[src/rtl/text_write_scheduler.sv]
// Queues host char+attr cell writes and releases them to the glyph RAM only inside the video window; optional clear sweep under TEXT_CLEAR_EN.
// Latency: accept at edge n -> ram_we high after edge n+1; backpressure: host_ready = !full, independent of pops.
// Stalls with win_q=0; a write already popped in-window still lands one cycle past the window edge.

module fifo #(
   parameter int DW = 8,
   parameter int AW = 4
) (
   input  logic          clk,
   input  logic          rst,
   input  logic          wr_vld,
   input  logic [DW-1:0] wr_dat,
   output logic          full,
   input  logic          rd_en,
   output logic [DW-1:0] rd_dat,
   output logic          empty,
   output logic [AW:0]   level
);
   localparam logic [AW:0] DEPTH = (AW+1)'(2**AW);

   logic [DW-1:0] mem [2**AW];
   logic [AW-1:0] wr_ptr;
   logic [AW-1:0] rd_ptr;
   logic          wr_go;
   logic          rd_go;

   assign full   = (level == DEPTH);
   assign empty  = (level == '0);
   assign wr_go  = wr_vld && !full;
   assign rd_go  = rd_en && !empty;
   assign rd_dat = mem[rd_ptr];

   always_ff @(posedge clk) begin
      if (wr_go) mem[wr_ptr] <= wr_dat;
   end

   always_ff @(posedge clk or posedge rst) begin
      if (rst) begin
         wr_ptr <= '0;
         rd_ptr <= '0;
         level  <= '0;
      end else begin
         if (wr_go) wr_ptr <= wr_ptr + 1'b1;
         if (rd_go) rd_ptr <= rd_ptr + 1'b1;
         case ({wr_go, rd_go})
            2'b10:   level <= level + 1'b1;
            2'b01:   level <= level - 1'b1;
            default: level <= level;
         endcase
      end
   end
endmodule

module text_write_scheduler #(
   parameter int                ADDR_W     = 12,
   parameter int                DATA_W     = 16,
   parameter int                CELLS      = 2720,
   parameter int                FIFO_AW    = 4,
   parameter int                WINDOW     = 0,
   parameter bit                SYNC_POL   = 1'b1,
   parameter logic [DATA_W-1:0] CLEAR_DATA = 16'h0720
) (
   input  logic              clk_pixel,
   input  logic              rst,
   input  logic              host_valid,
   output logic              host_ready,
   input  logic [ADDR_W-1:0] host_addr,
   input  logic [DATA_W-1:0] host_data,
   input  logic              vga_blank,
   input  logic              vga_vsync,
   input  logic              clear_req,
   output logic              clear_busy,
   output logic              ram_we,
   output logic [ADDR_W-1:0] ram_addr,
   output logic [DATA_W-1:0] ram_wdata,
   output logic [FIFO_AW:0]  fifo_level
);
   typedef struct packed {
      logic [ADDR_W-1:0] addr;
      logic [DATA_W-1:0] data;
   } cell_t;

`ifdef TEXT_CLEAR_EN
   typedef enum logic {IDLE = 1'b0, CLEAR = 1'b1} state_t;
`else
   typedef enum logic {IDLE = 1'b0} state_t;
`endif

   localparam logic [ADDR_W-1:0] LAST_CELL = ADDR_W'(CELLS - 1);

   state_t state;
   state_t state_nxt;
   logic   win;
   logic   win_q;
   logic   full;
   logic   empty;
   logic   pop;
   logic   clr_wr;
   cell_t  wr_cell;
   cell_t  rd_cell;

   // Window is registered so every issue decision sees one stable sample per cycle.
   assign win        = (WINDOW == 0) ? vga_blank : (vga_vsync == SYNC_POL);
   assign host_ready = !full;
   assign wr_cell    = '{addr: host_addr, data: host_data};

   fifo #(
      .DW($bits(cell_t)),
      .AW(FIFO_AW)
   ) u_fifo (
      .clk    (clk_pixel),
      .rst    (rst),
      .wr_vld (host_valid),
      .wr_dat (wr_cell),
      .full   (full),
      .rd_en  (pop),
      .rd_dat (rd_cell),
      .empty  (empty),
      .level  (fifo_level)
   );

`ifdef TEXT_CLEAR_EN
   logic [ADDR_W-1:0] clr_cnt;
   assign clear_busy = (state == CLEAR);
`else
   logic unused_cfg;
   assign clear_busy = 1'b0;
   assign unused_cfg = ^{clear_req, CLEAR_DATA, LAST_CELL};
`endif

   always_comb begin
      state_nxt = state;
      pop       = 1'b0;
      clr_wr    = 1'b0;
      case (state)
         IDLE: begin
`ifdef TEXT_CLEAR_EN
            // Clear takes priority over anything pending in the queue.
            if (clear_req) state_nxt = CLEAR;
            else if (win_q && !empty) pop = 1'b1;
`else
            if (win_q && !empty) pop = 1'b1;
`endif
         end
`ifdef TEXT_CLEAR_EN
         CLEAR: begin
            if (win_q) begin
               clr_wr = 1'b1;
               if (clr_cnt == LAST_CELL) state_nxt = IDLE;
            end
         end
`endif
         default: state_nxt = IDLE;
      endcase
   end

   always_ff @(posedge clk_pixel or posedge rst) begin
      if (rst) begin
         state     <= IDLE;
         win_q     <= 1'b0;
         ram_we    <= 1'b0;
         ram_addr  <= '0;
         ram_wdata <= '0;
`ifdef TEXT_CLEAR_EN
         clr_cnt   <= '0;
`endif
      end else begin
         state  <= state_nxt;
         win_q  <= win;
         ram_we <= pop | clr_wr;
         if (pop) begin
            ram_addr  <= rd_cell.addr;
            ram_wdata <= rd_cell.data;
         end
`ifdef TEXT_CLEAR_EN
         else if (clr_wr) begin
            ram_addr  <= clr_cnt;
            ram_wdata <= CLEAR_DATA;
         end
         if (state == IDLE) clr_cnt <= '0;
         else if (clr_wr)   clr_cnt <= clr_cnt + 1'b1;
`endif
      end
   end
endmodule

[config.mk]
export PLATFORM = sky130hd
export DESIGN_NAME = text_write_scheduler
export DESIGN_NICKNAME = d
export VERILOG_FILES = /design/src/rtl/text_write_scheduler.sv
export SDC_FILE = /design/constraint.sdc
export NUM_CORES = 1
export LEC_CHECK = 0
export BUFFER_PORTS_ARGS = -buffer_cell sky130_fd_sc_hd__buf_4
export CAP_MARGIN = 30
export CORE_MARGIN = 1.5
export CORE_UTILIZATION = 45
export DETAILED_ROUTE_END_ITERATION = 8
export HOLD_SLACK_MARGIN = 0.03
export PLACE_DENSITY = 0.58
export SETUP_SLACK_MARGIN = 0.02
export SLEW_MARGIN = 20
export SYNTH_ARGS = -nofsm -noshare
export SYNTH_HDL_FRONTEND = slang
export SYNTH_SLANG_ARGS = --single-unit
export TNS_END_PERCENT = 100
[constraint.sdc]
create_clock -name clk_pixel -period 11.5 [get_ports clk_pixel]
set_input_delay 1.725 -clock clk_pixel [delete_from_list [all_inputs] [get_ports clk_pixel]]
set_output_delay 1.725 -clock clk_pixel [all_outputs]
set_load 0.02 [all_outputs]
==> results <==
- The cell type with the largest total area after synthesis is sky130_fd_sc_hd__edfxtp_1.
- In this run the vertical extent of the chip is 207 microns.
- The total standard cell area after synthesis is 18800 sq um.
- Compared with the post-synthesis result, the final layout area differs by 14.9%.
- The max-slew violation total from the final report came to 0.
- The endpoint class of the critical path is a flip-flop.
- The flip-flop cell with the highest count after synthesis is sky130_fd_sc_hd__edfxtp_1.
- The initial antenna violation count is 1.
- The combined area of the multi-input logic cells is 4030 sq um.
- Timing would allow up to 268 MHz.
- The floorplan step set the die width to 207 microns.
- After clock tree synthesis, the clock-pin slew on the worst setup and hold paths is 0.06 ns.
- The number of hold buffers added after CTS was 0.
- Across all hold checks on the routed design, the worst slack comes to between 0.4 and 0.5 ns.
- The launch instance of the worst register-to-register path is u_fifo.level[1]$_DFFE_PP0P_.
- After detailed routing, the number of vias per cell comes to 5.67.
- The main combinational cell family by area after synthesis is multiplexers.
- The commonest cells after synthesis are sky130_fd_sc_hd__edfxtp_1 (448), sky130_fd_sc_hd__mux4_2 (112), sky130_fd_sc_hd__dfrtp_1 (43), sky130_fd_sc_hd__a21o_1 (29).
- In this run the critical register-to-register path is captured at u_fifo.level[4]$_DFFE_PP0P_.
- The worst reg-to-reg setup slack is 7.78 ns.
- At the end of routability-driven placement, the weighted congestion stood at 0.699.
- Synthesis produced a netlist with a net count of 893.
- The routed wirelength normalized by instance count is 25.1 microns.
- STA classifies the critical path startpoint as an input port.
- The number of resized instances in the post-cts repair step is 0.
- The power per cell area is 243 nW/um^2.
- Wires add up to 38.2 mm.
- The final instance count without filler cells is 1519.
- For the pin with the worst max-slew slack, the measured transition is 0.882 ns.
- Once the clock tree was built, the setup fixing pass inserted 0 buffers.
- The fraction of layout cells with a size suffix above 1 is 0.296.
- The path class of the lowest-slack min-delay path is reg -> reg.
- The fraction of synthesized cell area taken by the top area cell type is 0.716.
- The number of standard-cell rows in the floorplan is 74.
- Of the total synthesized cell area, the portion taken by XOR and XNOR cells is 0.00513.
- The checks that failed: design-rule violations.
- The worst register-to-register path has a depth of 11.
- The simple-gate area share of the yosys netlist is 0.0107.
- The root buffer selected by CTS is sky130_fd_sc_hd__clkbuf_16.
- The critical path class is in -> reg.
- The count of endpoints failing hold in the final timing report is 0.
- In this run the remaining antenna-violating nets after routing total 0.
- The mux share of post-synthesis cell area is 0.150.
- After technology mapping, the gate count stands at between 800 and 900.
- Setup repair after global routing left no endpoint under its margin.
- The largest driver fanout on the critical path is 15.
- In the final timing run, aggregate negative setup slack is 0 ns.
- The overall routing resource usage is 0.183.
- The most frequent cell after synthesis is sky130_fd_sc_hd__edfxtp_1.
- The initial utilization of the core area, before any placement, comes to 0.458.
- The area fraction in compound gates after synthesis is 0.0369.
- The leftover overflow at the end of global routing is 0.
- Each instance of the synthesized netlist takes up on average 22.1 sq um.
- The sequential-to-total area share from yosys stat is 0.773.
- The number of global-route vias before repair is 9004.
- The analysis attributes to cell leakage a power of roughly 7.2 nW.
- The pin count of the biggest net entering global routing is 60.
- The first global-routing pass estimated 58.1 mm of wire.
- The number of primary I/O pins is 70.
- The flow ran to the end, but the final reports show violations.
- The path with the worst hold slack has its endpoint at ram_addr[8]$_DFFE_PP0P_.
- After synthesis, the netlist uses 37 different library cells.
- The final critical delay including setup and external delays is 3.73 ns.
- The diode insertion count for antenna repair is 0.
- In this run, synthesis produced a sequential element count of 491.
- The post-synthesis adder-cell area fraction is 0.00599.
- The number of placed instances, taps included is 1426.
- Yosys mapped a number of flops with a built-in enable equal to approximately 450.
- The H-tree depth reported by CTS is 2.
- Measured against its own limit, the worst slew margin works out to 0.412.
- The largest buffer count on any clock path is 3.
- Sorting the synthesized cells by area gives the leading types as sky130_fd_sc_hd__edfxtp_1 (72%), sky130_fd_sc_hd__mux4_2 (13%), sky130_fd_sc_hd__dfrtp_1 (5.7%).
- For the worst-skew pair, the clock arrives at the later sink with an insertion delay of 0.57 ns.
- The clock drives 491 sinks.
- Across the run, the number of max-cap violations was 0.
- The number of buffers created by CTS is 50.
- The data arrival time of the worst path is 3.97 ns.
- The first-pass detailed-route iteration total is 6.
- The share of synthesized registers carrying an async set or reset is 0.0876.
- The wire-length estimate of the detail-placed layout is 21.3 mm.
- The die covers 43000 sq um.
- IR analysis of the VDD net gives a maximum drop of 0.130 mV.
- Yosys printed 0 warnings.
- Dividing the final minimum period by the clock period gives 0.325.
- The number of input and output port buffers inserted is 66.
- The residual DRC count is 4.
- Fill cells in the final layout number 3206.
- Clock skew on the completed layout was measured at roughly 0.019 ns.
- The final layout contains 989 nets.
- The count of vias placed by the detailed router is 8610.
- The number of cells traversed by the worst hold path is 1.
- In this run, the number of DRC markers left after iteration 0 of detailed routing was 748.
- The register cell area after layout is ~15000 sq um.
- In this run the most critical hold path is launched from ram_addr[8]$_DFFE_PP0P_.
- Setup violations remaining at the end of the flow were counted as 0.
- Data on the critical path is required at its endpoint by 11.73 ns.
- The total area inside the core boundary comes to 41000 sq um.
- The CTS tree is built.
-- registers in the layout (all words and copies together), names as in the netlist --
register       cells
ram_addr          12
ram_wdata         16
ram_we             1
u_fifo.level       5
u_fifo.mem       448
u_fifo.rd_ptr      4
u_fifo.wr_ptr      4
win_q              1
-- cell type report --
cell class | instances | area share
multi-input cells | 302 | 0.187
inverters | 6 | 0.00104
clock inverters | 17 | 0.00342
well taps | 532 | 0.0308
flip-flops and latches | 491 | 0.673
clock buffers | 76 | 0.0658
repair buffers | 95 | 0.0386
-- layout by cell type (no fill, tap or decap), drive strengths merged, types with 2 or more instances in the layout --
cell type and count:
edfxtp 448, mux4 112, buf 95, clkbuf 76, dfrtp 43, a21o 29
mux2i 28, o22ai 28, a211oi 28, clkinv 16, nor2 14, nand2 12
ha 9, xnor2 7, inv 7, o21ai 5, nand2b 4, xor2 4
nor3 4, a21oi 3, nand4 2
-- cells by family (layout without fill, tap and decap cells) --
logic type / count (synthesis) / in the layout
and+or+nand+nor: 42 / 42
other: 1 / 1
buffers and inverters: 57 / 194
DFF: 491 / 491
adders and majority gates: 9 / 9
muxes: 141 / 141
AOI/OAI and AO/OA: 98 / 98
xor gates and xnor gates: 11 / 11
-- per-layer routing --
metal	track usage	routed length, microns	share of wire	vias up
met1	0.260	17300	0.45	4619
met4	0.0520	707	0.019	2
li1	-	-	-	3755
met3	0.0284	1600	0.042	50
met2	0.295	18500	0.49	184
met5	0	17	0.00045	-
-- report_power, final --
part	switching, mW	internal (mW)
combinational	0.709	0.665
sequential	0.195	2.19
clock	0.637	0.847
total	1.54	3.70
-- worst max path at each step --
stage	from	endpoint	slack, ns
3_5_place_dp	host_valid	u_fifo.mem[11][12]$_DFFE_PP_	7.11
2_1_floorplan	host_valid	u_fifo.mem[3][0]$_DFFE_PP_	6.72
6_report	host_valid	u_fifo.mem[11][12]$_DFFE_PP_	7.77
4_1_cts	host_valid	u_fifo.mem[7][12]$_DFFE_PP_	7.66
5_1_grt	u_fifo.level[1]$_DFFE_PP0P_	u_fifo.level[4]$_DFFE_PP0P_	7.43
3_3_place_gp	host_valid	u_fifo.mem[11][12]$_DFFE_PP_	7.14
-- worst max-delay path, cell delays in order --
cell and delay [ns]:
sky130_fd_sc_hd__buf_4 0.07, sky130_fd_sc_hd__a21boi_1 0.60, sky130_fd_sc_hd__nand2_1 0.42, sky130_fd_sc_hd__nor2_4 0.69
sky130_fd_sc_hd__buf_4 0.44
-- through the flow --
step | utilization | setup slack (ns) | power (mW) | cell area (sq um)
final | 0.526 | 7.77 | 5.24 | 21600
after global routing | 0.526 | 7.43 | 5.49 | 21600
after CTS | 0.526 | 7.66 | 5.33 | 21600
after detailed placement | 0.490 | 7.11 | 3.83 | 20100
after global placement | 0.485 | 7.14 | 3.80 | 19900
after floorplan | - | 6.72 | 3.37 | 18800
Power figures use the tool's default switching activity.
